<file path="config.mk">
export PLATFORM = sky130hd
export DESIGN_NAME = cakegame_button_encoder
export DESIGN_NICKNAME = d
export VERILOG_FILES = /design/src/rtl/cakegame_pkg.sv /design/src/rtl/cakegame_debounce.sv /design/src/rtl/cakegame_button_encoder.sv
export SDC_FILE = /design/constraint.sdc
export NUM_CORES = 1
export LEC_CHECK = 0
export ABC_CLOCK_PERIOD_IN_PS = 3800
export BUFFER_PORTS_ARGS = -buffer_cell sky130_fd_sc_hd__buf_2
export CAP_MARGIN = 40
export CORE_ASPECT_RATIO = 1.75
export CORE_MARGIN = 5
export CORE_UTILIZATION = 62
export DETAILED_ROUTE_END_ITERATION = 10
export PLACE_DENSITY_LB_ADDON = 0.25
export SETUP_SLACK_MARGIN = 0.5
export SLEW_MARGIN = 20
export SYNTH_ARGS = -nofsm -noshare
export SYNTH_HDL_FRONTEND = slang
export SYNTH_SLANG_ARGS = --single-unit
</file>
<file path="constraint.sdc">
create_clock -name clock -period 3.8 [get_ports clock]
set_input_delay 0.38 -clock clock [delete_from_list [all_inputs] [get_ports clock]]
set_output_delay 0.38 -clock clock [all_outputs]
set_load 0.1 [all_outputs]
</file>
<file path="src/rtl/cakegame_pkg.sv">
// Shared constants for the cakegame player-input path.
// Encoder state codes, button count and a popcount helper.
package cakegame_pkg;

    localparam int N_BUTTONS = 7;

    localparam logic [1:0] ST_IDLE    = 2'd0;
    localparam logic [1:0] ST_PRESSED = 2'd1;
    localparam logic [1:0] ST_BLOCKED = 2'd2;

    function automatic logic [2:0] popcount(input logic [N_BUTTONS-1:0] v);
        logic [2:0] n;
        n = '0;
        for (int i = 0; i < N_BUTTONS; i++) begin
            n = n + 3'(v[i]);
        end
        return n;
    endfunction

endpackage

</file>
<file path="src/rtl/cakegame_debounce.sv">
// One board input: 2-FF synchronizer followed by a stable-count debouncer.
// The debounced bit flips only after DEBOUNCE_CYCLES consecutive disagreeing samples.
module cakegame_debounce #(
    parameter int DEBOUNCE_CYCLES = 50000
) (
    input  logic clk_i,
    input  logic rst_ni,
    input  logic raw_i,
    output logic deb_o
);

    localparam int CW = $clog2(DEBOUNCE_CYCLES + 1);
    localparam logic [CW-1:0] LAST = CW'(DEBOUNCE_CYCLES - 1);

    logic          s1_q, s2_q;
    logic          deb_q, deb_d;
    logic [CW-1:0] cnt_q, cnt_d;

    always_comb begin
        deb_d = deb_q;
        cnt_d = '0;
        if (s2_q != deb_q) begin
            if (cnt_q == LAST) begin
                deb_d = s2_q;
            end else begin
                cnt_d = cnt_q + 1'b1;
            end
        end
    end

    always_ff @(posedge clk_i) begin
        if (!rst_ni) begin
            s1_q  <= 1'b0;
            s2_q  <= 1'b0;
            deb_q <= 1'b0;
            cnt_q <= '0;
        end else begin
            s1_q  <= raw_i;
            s2_q  <= s1_q;
            deb_q <= deb_d;
            cnt_q <= cnt_d;
        end
    end

    assign deb_o = deb_q;

endmodule

</file>
<file path="src/rtl/cakegame_button_encoder.sv">
// Conditions the play and start buttons for cakegame.
// Accepts one play button at a time and pulses jogar on each start press.
module cakegame_button_encoder
    import cakegame_pkg::*;
#(
    parameter int DEBOUNCE_CYCLES = 50000
) (
    input  logic                 clock,
    input  logic                 reset,
    input  logic [N_BUTTONS-1:0] raw_buttons,
    input  logic                 raw_start,
    output logic [N_BUTTONS-1:0] botoes,
    output logic                 jogar,
    output logic                 multi_press,
    output logic [1:0]           enc_state
);

    logic [N_BUTTONS-1:0] deb_buttons;
    logic                 deb_start;
    logic [2:0]           pcnt;

    logic [1:0]           state_q, state_d;
    logic [N_BUTTONS-1:0] sel_q, sel_d;
    logic [N_BUTTONS-1:0] botoes_q, botoes_d;
    logic                 start_q;
    logic                 jogar_q;
    logic                 multi_q;

    for (genvar i = 0; i < N_BUTTONS; i++) begin : g_btn
        cakegame_debounce #(
            .DEBOUNCE_CYCLES(DEBOUNCE_CYCLES)
        ) u_deb (
            .clk_i (clock),
            .rst_ni(reset),
            .raw_i (raw_buttons[i]),
            .deb_o (deb_buttons[i])
        );
    end

    cakegame_debounce #(
        .DEBOUNCE_CYCLES(DEBOUNCE_CYCLES)
    ) u_start (
        .clk_i (clock),
        .rst_ni(reset),
        .raw_i (raw_start),
        .deb_o (deb_start)
    );

    assign pcnt = popcount(deb_buttons);

    // A swap to another button while releasing goes through IDLE first
    always_comb begin
        state_d  = state_q;
        sel_d    = sel_q;
        botoes_d = '0;
        unique case (state_q)
            ST_IDLE: begin
                if (pcnt == 3'd1) begin
                    state_d  = ST_PRESSED;
                    sel_d    = deb_buttons;
                    botoes_d = deb_buttons;
                end else if (pcnt >= 3'd2) begin
                    state_d = ST_BLOCKED;
                end
            end
            ST_PRESSED: begin
                if (pcnt >= 3'd2) begin
                    state_d = ST_BLOCKED;
                end else if (pcnt == 3'd1 && |(sel_q & deb_buttons)) begin
                    botoes_d = sel_q;
                end else begin
                    state_d = ST_IDLE;
                end
            end
            ST_BLOCKED: begin
                if (pcnt == 3'd0) begin
                    state_d = ST_IDLE;
                end
            end
            default: state_d = ST_IDLE;
        endcase
    end

    always_ff @(posedge clock) begin
        if (!reset) begin
            state_q  <= ST_IDLE;
            sel_q    <= '0;
            botoes_q <= '0;
            start_q  <= 1'b0;
            jogar_q  <= 1'b0;
            multi_q  <= 1'b0;
        end else begin
            state_q  <= state_d;
            sel_q    <= sel_d;
            botoes_q <= botoes_d;
            start_q  <= deb_start;
            jogar_q  <= deb_start & ~start_q;
            multi_q  <= (state_d == ST_BLOCKED);
        end
    end

    assign botoes      = botoes_q;
    assign jogar       = jogar_q;
    assign multi_press = multi_q;
    assign enc_state   = state_q;

endmodule

</file>
==> Word level (Yosys, flattened, before mapping) <==
Index checks and enable logic that the tools add are counted.
{ "op_classes": {"n_addsub": 14, "order_cmp": 1, "n_eq_ne": 20, "muxes": 10, "n_bitwise": 12, "n_reduce_logical": 21} }
{ "op_table": {"columns": ["cell", "n"], "rows": [
  ["$add A16 B1 Y16 const B", 8],
  ["$eq A16 B16 Y1 const B", 8],
  ["$reduce_or A3 Y1", 8],
  ["$mux W7", 3],
  ["$reduce_and A2 Y1", 9],
  ["$pmux W7 S2", 1],
  ["$add A3 B1 Y3", 4],
  ["$mux W2", 5],
  ["$not A1 Y1", 10],
  ["$ne A1 B1 Y1", 8],
  ["$and A7 B7 Y7", 1],
  ["$reduce_or A7 Y1", 1],
  ["$pmux W2 S3", 1],
  ["$eq A2 B2 Y1 const B", 2],
  ["$add A2 B1 Y3", 1],
  ["$eq A3 B1 Y1 const B", 1],
  ["$ge A3 B2 Y1 const B", 1],
  ["$logic_not A3 Y1", 1],
  ["$add A1 B1 Y2", 1],
  ["$eq A2 B1 Y1 const B", 1],
  ["$logic_not A2 Y1", 1],
  ["$and A1 B1 Y1", 1],
  ["$logic_and A1 B1 Y1", 1]
]} }
{ "totals": {"reg_bits": 171, "in_bits": 10, "output_inout_bits": 11, "elab_cells": 116} }

==> Longest topological paths before layout <==
{ "depth": {"ltp_word": 12, "depth_mapped": 13, "depth_no_buf": 11} }

==> Hierarchy <==
From an unflattened synthesis, not the netlist that was laid out.
{ "hier_totals": {"hier_cells": 785, "hier_area_um2": 7618.6} }
{ "modules_own_cells": {"columns": ["module", "n_inst", "cells_per_inst", "area_per_inst_um2", "seq_area_each_um2"], "rows": [
  ["cakegame_debounce", 8, 87, 837.1, 380.4],
  ["cakegame_button_encoder", 1, 89, 922.1, 380.4]
]} }

==> Worst setup path after synthesis <==
No wires, ideal clock.
{ "synth_path": {"kind": "register to register", "from": "reg g_btn[0].u_deb.deb_q", "to": "reg botoes_q[0] (netlist: botoes[0])", "setup_ns": 0.121, "t_arrival_ns": 3.240, "t_required_ns": 3.679, "path_slack_ns": 0.439, "path_stages_with_launch": 14, "n_path_buf": 2, "period_less_slack_ns": 3.361, "cell_sequence": "dfxtp_1 inv_1 fa_1 fa_1 inv_1 fa_1 inv_1 fa_1 and4b_1 nor2b_1 clkbuf_1 buf_2 a32oi_1 nor2_1"} }
{ "synth_via": {"elab_chain_cells": 11, "word_cells_on_any_way": 15, "classes_between": "6 x add/sub; 1 x order compare; 1 x eq/ne; 4 x mux; 1 x bitwise; 2 x reduce/logical"} }
{ "synth_rtl": {"columns": ["item", "line_no", "text"], "rows": [
  ["from (decl)", "cakegame_debounce.sv:16", "logic deb_q, deb_d;"],
  ["from (signal assigned)", "cakegame_debounce.sv:35", "deb_q <= 1'b0;"],
  ["from (signal assigned)", "cakegame_debounce.sv:40", "deb_q <= deb_d;"],
  ["$add A1 B1 Y2", "cakegame_pkg.sv:15", "n = n + 3'(v[i]);"],
  ["$add A2 B1 Y3", "cakegame_pkg.sv:15", null],
  ["$add A3 B1 Y3 (4 in series)", "cakegame_pkg.sv:15", null],
  ["$eq A3 B1 Y1", "cakegame_button_encoder.sv:58, cakegame_button_encoder.sv:69", null],
  ["$logic_and A1 B1 Y1", "cakegame_button_encoder.sv:69", "end else if (pcnt == 3'd1 && |(sel_q & deb_buttons)) begin"],
  ["$mux W7", "cakegame_button_encoder.sv:69", null],
  ["$mux W7", "cakegame_button_encoder.sv:67", "if (pcnt >= 3'd2) begin"],
  ["$pmux W7 S2 *", "cakegame_button_encoder.sv:56", "unique case (state_q)"],
  ["to (signal assigned)", "cakegame_button_encoder.sv:95", "botoes_q <= botoes_d;"],
  ["to (decl)", "cakegame_button_encoder.sv:24", "logic [N_BUTTONS-1:0] botoes_q, botoes_d;"]
]} }
Every way passes the cells marked *; elsewhere a longest branch is shown, timed or not.
A chain may end at the register's enable or synchronous reset.

==> Worst setup path after layout <==
{ "layout_path": {"from": "reg g_btn[3].u_deb.deb_q", "to": "reg sel_q[3]"} }
{ "layout_via": {"elab_chain_cells": 6} }
{ "layout_rtl": {"columns": ["item", "line_no", "text"], "rows": [
  ["from (decl)", "cakegame_debounce.sv:16", null],
  ["from (signal assigned)", "cakegame_debounce.sv:35", null],
  ["from (signal assigned)", "cakegame_debounce.sv:40", null],
  ["$add A3 B1 Y3 (4 in series)", "cakegame_pkg.sv:15", null],
  ["$eq A3 B1 Y1", "cakegame_button_encoder.sv:58", "if (pcnt == 3'd1) begin"],
  ["$reduce_and A2 Y1 (no source line)", null, null],
  ["to (signal assigned)", "cakegame_button_encoder.sv:94", "sel_q <= sel_d;"],
  ["to (decl)", "cakegame_button_encoder.sv:23", "logic [N_BUTTONS-1:0] sel_q, sel_d;"]
]} }
Parallel ways exist; a longest one is shown, timed or not.

==> reports/metrics.cfg <==
[run_status]
status = complete, no violations

[min_path]
hold_class = input pin to flip-flop

[setup_path]
crit_path_end = sel_q[3]$_SDFFE_PN0P_
critPathKind = flip-flop to flip-flop
critPathCaptureType = flip-flop
cp.arrival_ps = 3510
rr_endpoint = sel_q[3]$_SDFFE_PN0P_
critPathRequiredTime_ps = 4110
r2r_setup_slack_ps = 600
r2r_start = g_btn[3].u_deb.deb_o$_SDFFE_PN0P_
cp-startpoint = g_btn[3].u_deb.deb_o$_SDFFE_PN0P_
start_kind = flip-flop
r2r_cells = 12
crit_fanout = 5

[timing]
tightest_slew_ps = 631
hold_violations = 0
post-route-period-util_pct = 84.3
fin_worst_skew_ps = 7.98
setup_violations = 0
post-route-min-period_ps = 3200
maxSlewViolCount = 0
max_freq_ghz = 0.312
finalSetupTns_ps = 0
slew_headroom_pct = 57.8
grt_setup_unrepaired = true

[finish]
n_antenna_cell = 0
final_nets = 828
seq_area_mm2 = 0.00343
final-instance-count-excl-fill = 952
fillers = 867
area_delta_synth_final_pct = 12.3
multi_input_area_mm2 = 0.00361
post_route_cells_drive_above_1_share_pct = 8.81

[yosys]
syn_nets = 800
synth_warnings = 0
async_reset_ff_share_pct = 0
synth_flop_cell = dfxtp_1
synthCells = 778
ys_seq_elements = 171
seq_area_frac_synth_pct = 47.6
ys_types = 41
netlist_area_mm2 = 0.00719
syn_avg_cell_area_um2 = 9.25
synth-edff-count = 0

[clock_tree]
cts_sinks = 171
cts_hold_buf = 0
cts_tree = yes
clkSlewWorstSetupHoldPaths_ps = 60
cts_buffer_depth = 2
clk_latency_ps = 420
numCtsBuffers = 17
root_buffer = clkbuf_16
cts.htree.levels = 4

[placement]
dp.cells = 917
portBuffers = 20
hpwl_um = 9490
finalWeightedCongestion = 0.807

[power]
peakVddDrop_uv = 402
p_per_area_mw_per_mm2 = 441
power.total_mw = 3.56
power_leakage_nw = 2.73

[grt]
grt_pass1_vias = 5369
track_usage_pct = 19.8
gr-total-overflow = 0
grt_start_max_net_pins = 33
grt_pass1_wl_um = 23400
antenna_found_initial = 0

[routing]
viasPerCell = 5.69
drtIter0Drc = 225
wl_per_cell_um = 14.2
drt-total-wl_um = 13500
ant_nets = 0
drc_errors = 0
firstDrtPassIters = 5
vias = 5413

[flow_run]
cap_violations = 0

[die]
dieHeight_um = 152
core_area_mm2 = 0.0115
ios = 21
die-width_um = 91.4
start_util_pct = 62.8
die-area_mm2 = 0.0139
rows = 52

==> metal layers <==
layer / wire length (um) / track usage [%]
met2: 7170 / 35.9
met1: 5500 / 21.6
met4: 344 / 7.90
met3: 486 / 4.84
met5: 0 / 0
==> placed cells by master, fill, tap and decap left out, drive strengths merged, types with 11 or more instances in the layout <==
cell type    n
dfxtp      171
nor2       147
xnor2       70
nand3       51
xor2        48
nand4       36
inv         29
buf         29
nor4        28
nand2       27
clkbuf      23
nor3        21
and2        18
nor2b       17
mux2i       15
and3        13
and4        11
==> worst max-delay path, stage by stage, from the launching register on <==
cell and delay [ps]:
dfxtp_2 330, inv_2 40, fa_1 570, fa_1 440
inv_2 70, fa_2 180, inv_2 40, fa_1 540
and4b_1 250, nor2b_4 200, buf_6 150, mux2i_1 220
nor2b_1 60
==> where the power goes <==
group / leakage, nW / switching, mW / internal (mW)
Sequential: 1.38 / 0.00542 / 1.80
Clock: 0.283 / 0.654 / 1.06
Combinational: 1.06 / 0.0248 / 0.0141
==> area by class of cell <==
cell class	instances	area share, %
Clock buffer	23	5.79
Clock inverter	7	1.44
Inverter	29	1.35
Multi-Input combinational cell	558	44.7
Sequential cell	171	42.5
Tap cell	135	2.09
Timing Repair Buffer	29	2.14
==> per-stage QoR <==
stage                     worst slack (ps)  util [%]  cell area, um2  hold WS (ps)
after detailed placement               199      64.7            7410           390
after floorplan                        520         -            7200           367
after global routing                   477      70.5            8080           174
final                                  598      70.5            8080           179
after CTS                              495      69.9            8010           168
after global placement                92.0      64.6            7400           375
==> worst min-delay path by stage <==
stage	from	endpoint	slack [ps]	cells past startpoint
finish	raw_buttons[2]	g_btn[2].u_deb.s1_q$_SDFF_PN0_	180	2
global route	raw_buttons[6]	g_btn[6].u_deb.s1_q$_SDFF_PN0_	170	2
CTS	raw_start	u_start.s1_q$_SDFF_PN0_	170	2
detailed placement	start_q$_SDFF_PN0_	jogar$_SDFF_PN0_	390	1
global placement	start_q$_SDFF_PN0_	jogar$_SDFF_PN0_	370	1
floorplan	start_q$_SDFF_PN0_	jogar$_SDFF_PN0_	370	1
==> synth_stat cells, types with 11 or more instances <==
| cell type | n | area share (%) |
|---|---|---|
| and2_1 | 18 | 1.6 |
| and3_1 | 13 | 1.1 |
| and4_1 | 11 | 1.3 |
| clkbuf_1 | 17 | 0.89 |
| dfxtp_1 | 171 | 48 |
| inv_1 | 29 | 1.5 |
| mux2i_1 | 15 | 2.1 |
| nand2_1 | 27 | 1.4 |
| nand3_1 | 50 | 3.5 |
| nand4_1 | 36 | 3.1 |
| nor2_1 | 147 | 7.7 |
| nor2b_1 | 17 | 1.5 |
| nor3_1 | 21 | 1.5 |
| nor4_1 | 27 | 2.3 |
| xnor2_1 | 70 | 8.5 |
| xor2_1 | 48 | 5.8 |
==> flip-flops by register name, indices dropped and copies added (netlist names) <==
name,cells
g_btn.u_deb.cnt_q,112
u_start.cnt_q,16
botoes,7
g_btn.u_deb.deb_o,7
g_btn.u_deb.s1_q,7
g_btn.u_deb.s2_q,7
sel_q,7
enc_state,2
jogar,1
multi_press,1
start_q,1
u_start.deb_o,1
u_start.s1_q,1
u_start.s2_q,1
==> repair_timing <==
item                       4_1_cts  5_1_grt
buffers inserted                 1        3
cloned                           0        1
resized for setup                2       14
pin swaps                        0        3
setup endpoints to repair       12       14
hold endpoints to repair         0        0
==> cells by family (layout without fill, tap and decap cells) <==
group           after synthesis  in the layout  share of synthesized area (%)
mux                          15             15                           2.09
fa+ha+maj                    12             12                           2.50
xor+xnor                    118            118                           14.4
buf+inv                      49             88                           2.73
compound gates               16             16                           1.69
flops                       171            171                           47.6
simple gates                397            397                           29.0
Note: power is estimated with default switching activity, not from simulation.
